===== config.mk =====
export PLATFORM = sky130hd
export DESIGN_NAME = fetch_unit
export DESIGN_NICKNAME = d
export VERILOG_FILES = /design/src/rtl/fetch_unit.sv
export SDC_FILE = /design/constraint.sdc
export NUM_CORES = 1
export LEC_CHECK = 0
export BUFFER_PORTS_ARGS = -buffer_cell sky130_fd_sc_hd__buf_2
export CELL_PAD_IN_SITES_DETAIL_PLACEMENT = 1
export CELL_PAD_IN_SITES_GLOBAL_PLACEMENT = 1
export CORE_ASPECT_RATIO = 1.25
export CORE_MARGIN = 5
export CORE_UTILIZATION = 48
export CTS_BUF_LIST = sky130_fd_sc_hd__clkbuf_4 sky130_fd_sc_hd__clkbuf_8
export CTS_CLUSTER_DIAMETER = 120
export CTS_CLUSTER_SIZE = 30
export DETAILED_ROUTE_END_ITERATION = 7
export PLACE_DENSITY_LB_ADDON = 0.1
export SYNTH_ARGS = -nofsm -noshare
export SYNTH_HDL_FRONTEND = slang
export SYNTH_SLANG_ARGS = --single-unit

===== constraint.sdc =====
create_clock -name clk -period 8.7 [get_ports clk]
set_clock_uncertainty 0.05 [all_clocks]
set_input_delay 0.435 -clock clk [delete_from_list [all_inputs] [get_ports clk]]
set_output_delay 0.435 -clock clk [all_outputs]
set_load 0.03 [all_outputs]

===== src/rtl/fetch_unit.sv =====
// Instruction-fetch stage: owns the PC, issues single-outstanding word reads to
// instruction memory and queues returned words in a small prefetch buffer.
module fetch_unit #(
   parameter logic [31:0] RESET_PC = 32'h0000_0000,
   parameter int          DEPTH    = 2
) (
   input  logic        clk,
   input  logic        rst,
   output logic        imem_req,
   output logic [31:0] imem_addr,
   input  logic        imem_ack,
   input  logic [31:0] imem_data,
   input  logic        redirect,
   input  logic [31:0] redirect_pc,
   output logic [31:0] instr,
   output logic [31:0] instr_pc,
   output logic        instr_valid,
   input  logic        instr_ready
);

   // state | meaning
   // IDLE  | no request; waiting for buffer room
   // BUSY  | request to pc outstanding
   // DROP  | stale request outstanding after a redirect; its data is discarded

   localparam int              AW      = $clog2(DEPTH);
   localparam int              CW      = AW + 1;
   localparam logic [31:0]     PC_MASK = 32'hFFFF_FFFC;
   localparam logic [CW-1:0]   DEPTH_C = CW'(DEPTH);

   typedef enum logic [1:0] {ST_IDLE, ST_BUSY, ST_DROP} state_t;

   state_t        state_q, state_d;
   logic [31:0]   pc_q, pc_d;
   logic [31:0]   stale_q, stale_d;
   logic [31:0]   data_q [DEPTH];
   logic [31:0]   data_d [DEPTH];
   logic [31:0]   tag_q [DEPTH];
   logic [31:0]   tag_d [DEPTH];
   logic [AW-1:0] rd_ptr_q, rd_ptr_d;
   logic [AW-1:0] wr_ptr_q, wr_ptr_d;
   logic [CW-1:0] count_q, count_d;
   logic [31:0]   instr_q, instr_d;
   logic [31:0]   instr_pc_q, instr_pc_d;

   logic          pop;
   logic          push;
   logic          ack_busy;
   logic          space;
   logic [CW-1:0] count_after_pop;
   logic [AW-1:0] rd_ptr_adv;

   always_comb begin
      pop             = (count_q != '0) && instr_ready;
      ack_busy        = (state_q == ST_BUSY) && imem_ack;
      push            = ack_busy && !redirect;
      count_after_pop = count_q - CW'(pop);
      space           = (count_after_pop + CW'(ack_busy)) < DEPTH_C;
      rd_ptr_adv      = rd_ptr_q + AW'(pop);

      state_d    = state_q;
      pc_d       = pc_q;
      stale_d    = stale_q;
      data_d     = data_q;
      tag_d      = tag_q;
      rd_ptr_d   = rd_ptr_q;
      wr_ptr_d   = wr_ptr_q;
      count_d    = count_q;
      instr_d    = instr_q;
      instr_pc_d = instr_pc_q;

      if (redirect) begin
         rd_ptr_d = '0;
         wr_ptr_d = '0;
         count_d  = '0;
         pc_d     = redirect_pc & PC_MASK;
      end else begin
         rd_ptr_d = rd_ptr_adv;
         count_d  = count_after_pop + CW'(push);
         if (push) begin
            data_d[wr_ptr_q] = imem_data;
            tag_d[wr_ptr_q]  = pc_q;
            wr_ptr_d         = wr_ptr_q + AW'(1);
         end
         // Output registers track the head; an empty buffer leaves them holding.
         if (count_after_pop != '0) begin
            instr_d    = data_q[rd_ptr_adv];
            instr_pc_d = tag_q[rd_ptr_adv];
         end else if (push) begin
            instr_d    = imem_data;
            instr_pc_d = pc_q;
         end
      end

      case (state_q)
         ST_IDLE: begin
            if (redirect || (count_after_pop < DEPTH_C)) state_d = ST_BUSY;
         end
         ST_BUSY: begin
            if (redirect) begin
               if (!imem_ack) begin
                  state_d = ST_DROP;
                  stale_d = pc_q;
               end
            end else if (imem_ack) begin
               pc_d = pc_q + 32'd4;
               if (!space) state_d = ST_IDLE;
            end
         end
         ST_DROP: begin
            if (imem_ack) state_d = ST_BUSY;
         end
         default: state_d = ST_IDLE;
      endcase
   end

   always_ff @(posedge clk or posedge rst) begin
      if (rst) begin
         state_q    <= ST_IDLE;
         pc_q       <= RESET_PC & PC_MASK;
         stale_q    <= RESET_PC & PC_MASK;
         rd_ptr_q   <= '0;
         wr_ptr_q   <= '0;
         count_q    <= '0;
         instr_q    <= '0;
         instr_pc_q <= '0;
         for (int i = 0; i < DEPTH; i++) begin
            data_q[i] <= '0;
            tag_q[i]  <= '0;
         end
      end else begin
         state_q    <= state_d;
         pc_q       <= pc_d;
         stale_q    <= stale_d;
         rd_ptr_q   <= rd_ptr_d;
         wr_ptr_q   <= wr_ptr_d;
         count_q    <= count_d;
         instr_q    <= instr_d;
         instr_pc_q <= instr_pc_d;
         data_q     <= data_d;
         tag_q      <= tag_d;
      end
   end

   assign imem_req    = (state_q != ST_IDLE);
   assign imem_addr   = (state_q == ST_DROP) ? stale_q : pc_q;
   assign instr       = instr_q;
   assign instr_pc    = instr_pc_q;
   assign instr_valid = (count_q != '0);

endmodule


==> results of run 1 <==
cell families (layout without fill, tap and decap cells):
family | Yosys count | count (layout) | share of synthesized area
DFF | 262 | 262 | 0.542
and+or+nand+nor | 259 | 259 | 0.100
muxes | 257 | 257 | 0.232
AOI/OAI and AO/OA | 125 | 125 | 0.0789
buffers and inverters | 98 | 203 | 0.0336
xor gates and xnor gates | 13 | 13 | 0.00942
adders and majority gates | 3 | 3 | 0.00311
other | 0 | 1 | 0
worst max path at each step:
| stage | endpoint | depth (start not counted) |
|---|---|---|
| 2_1_floorplan | count_q[0] | 1 |
| 3_3_place_gp | instr_pc[6] | 9 |
| 3_5_place_dp | instr_pc[6] | 9 |
| 4_1_cts | instr_pc[6] | 8 |
| 5_1_grt | instr_pc[6] | 8 |
| 6_report | instr_pc[6] | 8 |
sequential cells by signal, summed over array words and instances (netlist names):
signal / count
stale_q: 32
state_q: 2
pc_q: 32
rd_ptr_q: 1
instr: 32
tag_q: 64
count_q: 2
data_q: 64
wr_ptr_q: 1
instr_pc: 32
routing by layer:
metal	vias to the layer above	part of all wire
li1	3853	-
met1	4361	0.45
met2	123	0.51
met3	24	0.033
met4	4	0.010
met5	-	0.0011
power breakdown:
part	switching, mW	internal [mW]
clock	0.369	0.140
combinational	1.50	0.974
sequential	0.302	1.75
total	2.17	2.86
cell usage in the layout, fill, tap and decap left out, drive strengths merged, types with 3 or more instances in the layout:
cell type,n
dfrtp,262
mux2,188
buf,175
nand2,156
mux2i,69
o221ai,64
nor2,24
o21ai,23
clkbuf,13
or4,12
a31oi,12
xnor2,11
inv,11
nand3,10
nand4,9
nor2b,9
nor4,7
nor3,7
o31ai,6
or3,5
a21oi,4
dlygate4sd3,4
or2,3
a221oi,3
nand2b,3
ha,3
nand3b,3
worst register-to-register path: stages, from the launching register on:
cell	delay [ns]
dfrtp_1	0.45
o21a_1	0.23
ha_1	0.21
xnor2_1	0.45
and2_2	0.23
buf_4	0.70
or2_2	0.48
buf_4	0.64
o221ai_1	0.29
synth_stat cells (2+ instances only):
| cell type | instances | share of area |
|---|---|---|
| buf_6 | 2 | 0.0019 |
| nand2_1 | 156 | 0.048 |
| inv_1 | 9 | 0.0028 |
| buf_2 | 12 | 0.0050 |
| ha_1 | 3 | 0.0031 |
| mux2i_1 | 69 | 0.057 |
| and3_1 | 2 | 0.0010 |
| nand4_1 | 8 | 0.0041 |
| o21ai_0 | 23 | 0.0095 |
| buf_1 | 7 | 0.0022 |
| nand3b_1 | 2 | 0.0012 |
| nor4_1 | 7 | 0.0036 |
| or4_1 | 12 | 0.0075 |
| clkbuf_1 | 62 | 0.019 |
| o31ai_1 | 6 | 0.0037 |
| and4_1 | 2 | 0.0014 |
| nor2b_1 | 9 | 0.0047 |
| nor3_1 | 6 | 0.0025 |
| nor2_1 | 24 | 0.0075 |
| a21oi_1 | 4 | 0.0017 |
| xnor2_1 | 11 | 0.0080 |
| or3_1 | 4 | 0.0021 |
| xor2_1 | 2 | 0.0014 |
| a22o_1 | 2 | 0.0014 |
| a31oi_1 | 12 | 0.0062 |
| or2_2 | 3 | 0.0016 |
| mux2_2 | 188 | 0.18 |
| o221ai_1 | 64 | 0.046 |
| a221oi_1 | 3 | 0.0022 |
| nand2b_1 | 3 | 0.0016 |
| and2_1 | 2 | 0.0010 |
| o31a_1 | 2 | 0.0014 |
| nor3b_1 | 2 | 0.0012 |
| dfrtp_1 | 262 | 0.54 |
| clkbuf_2 | 4 | 0.0017 |
| nand3_1 | 10 | 0.0041 |
what timing repair did:
action,in CTS,in global routing
setup buffers,0,0
hold endpoints to repair,4,0
hold buffers,4,0
per-stage QoR:
step / power (mW) / utilization / setup WS [ns] / hold WS [ns]
floorplan: 3.89 / - / 1.00 / 0.425
global placement: 4.49 / 0.523 / 4.90 / 0.415
detailed placement: 4.59 / 0.523 / 4.83 / 0.420
CTS: 5.10 / 0.532 / 4.82 / 0.00173
global route: 5.42 / 0.532 / 4.64 / 0.0128
finish: 5.03 / 0.532 / 4.80 / -0.0525
layout make-up:
| class | instances | area (sq um) |
|---|---|---|
| clock inverters | 1 | 8.76 |
| clock buffers | 13 | 179 |
| diodes | 1 | 2.50 |
| repair buffers | 179 | 943 |
| inverters | 10 | 45.0 |
| flip-flops and latches | 262 | 6560 |
| fillers | 2706 | 11700 |
| multi-input cells | 657 | 5170 |
| well taps | 335 | 419 |
==> results.py, run 1 <==
metrics = {
    "critical_path": {
        "r2r_start": "count_q[1]",
        "reg2reg_to": "instr_pc[6]",
        "cp.required_ns": 9.03,
        "r2r_cells": 8,
        "startpoint": "count_q[1]",
        "cp.buffers_inverters": 2,
        "rrSetupSlack_ns": 4.80,
        "slowest_delay_ns": 0.70,
        "critPathSlowestCell": "buf_4",
        "arrival_ns": 4.23,
        "cp_max_fo": 65,
        "start_kind": "flop",
        "path_delay_family": "buffers and inverters",
        "crit_chain": "o21a_1 > ha_1 > xnor2_1 > and2_2 > buf_4 > or2_2 > buf_4 > o221ai_1",
        "crit_type": "flop to flop",
        "crit_top_cell": "buf_4",
        "end_kind": "flop",
    },
    "cts": {
        "h-tree-depth": 1,
        "clk_latency_ns": 0.56,
        "clockRootBuffer": "clkbuf_8",
        "cts.repair.resized": 0,
        "cts_tree": "yes",
        "cts_buffers": 12,
        "cts.sinks": 262,
        "ctsLongestPathBuffers": 3,
        "clk_pin_slew_ns": 0.18,
    },
    "route": {
        "firstDrtPassIters": 4,
        "drt-total-wl_mm": 30.0,
        "drt_iter0_drc": 365,
        "route.detailed.drc": 0,
        "routedWlPerCell_um": 20.6,
        "routed_via_density": 5.74,
        "vias": 8365,
        "ant_nets": 0,
    },
    "power_and_ir_drop": {
        "p_leak_nw": 6.19,
        "powerDensity_nw_per_um2": 378,
        "vdd_drop_max_mv": 0.256,
    },
    "grt": {
        "grt_use_met1": 0.288,
        "grtUsageMet2": 0.372,
        "grt_pass1_vias": 9101,
        "grt_pass1_wl_mm": 50.1,
        "grt_use_total": 0.212,
        "grt_remaining_overflow": 0,
        "globalRouteMet3Util": 0.0266,
        "top_usage_layer": "met2",
        "antenna_found_initial": 3,
        "grt_max_degree": 129,
    },
    "sta": {
        "tightest_slew_ns": 1.16,
        "finalHoldViolations": 12,
        "post-route-period-util": 0.448,
        "fin_crit_ns": 3.90,
        "slew_violations": 0,
        "rsz0062_at_grt": "false",
        "fmax_mhz": 257,
        "setup_viol_count_final": 0,
        "slew_headroom": 0.223,
        "finalSetupTns_ns": 0,
        "hold_ws_ns": -0.0525,
    },
    "logic_synthesis": {
        "netlist_instances": 1017,
        "postSynth.asyncResetShare": 1.00,
        "seq_area_frac_synth": 0.542,
        "synth_area_sq_um": 12100,
        "ys_ff_latch": 262,
        "syn_nets": 1089,
        "netlist-cell-type-count": 54,
        "syn_avg_cell_area_sq_um": 11.9,
        "ys_dominant_reg_cell": "dfrtp_1",
        "ys_warn_count": 0,
        "synth_edf_count": 0,
    },
    "die": {
        "initial_core_util": 0.483,
        "coreArea_sq_um": 25000,
        "io_pins": 167,
        "dieArea_sq_um": 28500,
        "die_x_um": 152,
        "rows": 65,
        "die_y_um": 187,
    },
    "status": {
        "failed_checks": "negative hold slack",
        "outcome": "complete, but fails checks",
    },
    "placement": {
        "port_buffers": 164,
        "dpl.cell_count": 1439,
        "gp_congestion": 0.770,
        "dpl.hpwl_mm": 18.7,
        "post_dp_cell_area_sq_um": 13100,
    },
    "cells_and_area": {
        "final_layout_size_suffix_gt1_frac": 0.350,
        "finalNetCount": 1194,
        "design_area_sq_um": 13300,
        "synthToLayoutAreaGrowth_pct": 10.2,
        "instances_no_fill": 1458,
    },
    "hold_path": {
        "hold_class": "primary input to asynchronous set/reset pin",
    },
    "flow_run": {
        "maxCapViolations": 0,
    },
}
No activity file was read; power rests on OpenSTA's default activity.
==> run 2, diff against run 1 <==
- CORE_UTILIZATION: 48 -> 43
- clock period: 8.7 -> 3.5 ns (I/O delays scaled with it)
==> run 2 against run 1 <==
Critical path type is now flop to primary output. Utilization shrank 1.9 points. The run now ends clean. Via count increased by 3.1%. Clock power increased by 150%. Hold slack improved by 0.098 ns. Highest routed layer is now met4.
==> results.py, run 2 (synthesis gave the netlist of run 1 again) <==
metrics = {
    "sta": {
        "rsz0062_at_grt": "false",
        "fmax_mhz": 365,
        "setup_viol_count_final": 0,
        "tightest_slew_ns": 0.782,
        "finalSetupTns_ns": 0,
        "slew_violations": 0,
        "finalHoldViolations": 0,
        "slew_headroom": 0.478,
        "post-route-period-util": 0.783,
        "fin_crit_ns": 2.74,
    },
    "grt": {
        "grt_pass1_vias": 9458,
        "grt_max_degree": 77,
        "grt_pass1_wl_mm": 52.5,
        "grt_remaining_overflow": 0,
        "antenna_found_initial": 0,
        "grt_use_total": 0.203,
    },
    "die": {
        "dieArea_sq_um": 31600,
        "die_y_um": 197,
        "rows": 68,
        "io_pins": 167,
        "initial_core_util": 0.437,
        "coreArea_sq_um": 27700,
        "die_x_um": 160,
    },
    "placement": {
        "port_buffers": 164,
        "gp_congestion": 0.746,
        "dpl.hpwl_mm": 20.3,
    },
    "power_and_ir_drop": {
        "p_leak_nw": 6.54,
        "p_sw_frac": 0.428,
        "comb_power_share": 0.503,
        "powerDensity_nw_per_um2": 902,
        "vdd_drop_max_mv": 0.771,
        "p_int_mw": 7.32,
        "clock_power_share": 0.099,
        "power.share.sequential": 0.398,
        "p_sw_mw": 5.47,
    },
    "route": {
        "wl_met3_mm": 1.09,
        "drt_iter0_drc": 396,
        "maxUsedRoutingLayer": "met4",
        "wl_met2_mm": 16.0,
        "routed_via_density": 5.57,
        "ant_nets": 0,
        "route.detailed.drc": 0,
        "drt-total-wl_mm": 31.9,
        "m1WireLength_mm": 14.4,
        "firstDrtPassIters": 4,
        "routedWlPerCell_um": 20.6,
        "vias": 8622,
    },
    "hold_path": {
        "hold_class": "primary input to flop",
        "min_to": "pc_q[2]",
        "worstHoldStart": "redirect",
        "hold_depth": 3,
    },
    "critical_path": {
        "cp.required_ns": 3.27,
        "crit_type": "flop to primary output",
        "start_kind": "flop",
        "reg2reg_to": "instr_pc[9]",
        "end_kind": "primary output",
        "arrival_ns": 2.52,
        "rrSetupSlack_ns": 0.81,
        "r2r_cells": 6,
        "cp_max_fo": 20,
        "r2r_start": "count_q[1]",
    },
    "cells_and_area": {
        "synthToLayoutAreaGrowth_pct": 17.3,
        "post-route-util": 0.513,
        "antenna_cells": 0,
        "largest_registers": "data_q (64), tag_q (64)",
        "finalNetCount": 1271,
        "final_common_cell": "dfrtp_1",
        "final_layout_size_suffix_gt1_frac": 0.338,
        "final_cell_mix": "dfrtp_1, mux2_2, buf_2",
    },
    "cts": {
        "h-tree-depth": 1,
        "clk_pin_slew_ns": 0.19,
        "clockRootBuffer": "clkbuf_8",
        "clk_latency_ns": 0.56,
        "cts_buffers": 12,
        "cts.repair.resized": 0,
        "cts_tree": "yes",
        "ctsLongestPathBuffers": 3,
        "cts.sinks": 262,
    },
    "status": {
        "outcome": "finished clean",
    },
    "flow_run": {
        "maxCapViolations": 0,
    },
}
## run 2: cell types whose count changed in the layout (fill, tap and decap cells not counted), sizes merged
cell,change
buf,+12
clkinvlp,+1
diode,-1
dlygate4sd3,+65
inv,-1
## run 2: how the worst max path moves through the flow
stage | to | cells past startpoint | start
after global placement | data_q[27] | 5 | state_q[0]
after CTS | imem_addr[0] | 4 | state_q[0]
after detailed placement | instr[25] | 6 | count_q[0]
after floorplan | count_q[0] | 1 | rst
after global routing | imem_addr[6] | 4 | state_q[1]
final | imem_addr[0] | 4 | state_q[0]
## run 2: per-layer routing
metal	up-vias	global-route usage
met5	-	0
met4	0	0.0373
met3	28	0.0215
met2	159	0.358
met1	4435	0.275
li1	4000	-
## run 2: power groups by stage
stage               Clock (mW)  Sequential, mW  Combinational (mW)
finish                    1.26            5.09                6.44
global route              1.43            5.28                7.03
CTS                       1.33            5.10                6.55
detailed placement           0            5.19                6.47
global placement             0            5.11                6.30
floorplan                    0            5.65                4.03
## run 2: timing repair
item                      in CTS  in global routing
hold buffers                  69                  0
buffers inserted               0                  0
hold endpoints to repair     151                  0
## run 2: worst max-delay path, stage by stage, from the launching register on
cell and delay [ns]:
dfrtp_1 0.55, nor2b_4 0.59, buf_12 0.26, mux2_2 0.37, buf_2 0.18
## run 2: area by class of cell
type                            count  area [sq um]
Clock buffer                       13           179
Clock inverter                      1          8.76
Fill cell                        2908         13500
Inverter                           10          41.3
Multi-Input combinational cell    657          5170
Sequential cell                   262          6560
Tap cell                          350           438
Timing Repair Buffer              256          1780
## run 2: metrics by stage
| stage | hold WS, ns | power (mW) | cell area (sq um) | setup slack (ns) | cells |
|---|---|---|---|---|---|
| floorplan | 0.246 | 9.68 | 12100 | -0.181 | 1017 |
| global placement | 0.295 | 11.4 | 13300 | 0.839 | 1466 |
| detailed placement | 0.314 | 11.7 | 13300 | 0.854 | 1466 |
| CTS | 0.000780 | 13.0 | 14200 | 0.691 | 1549 |
| global route | 0.0488 | 13.7 | 14200 | 0.615 | 1549 |
| finish | 0.0453 | 12.8 | 14200 | 0.759 | 1549 |
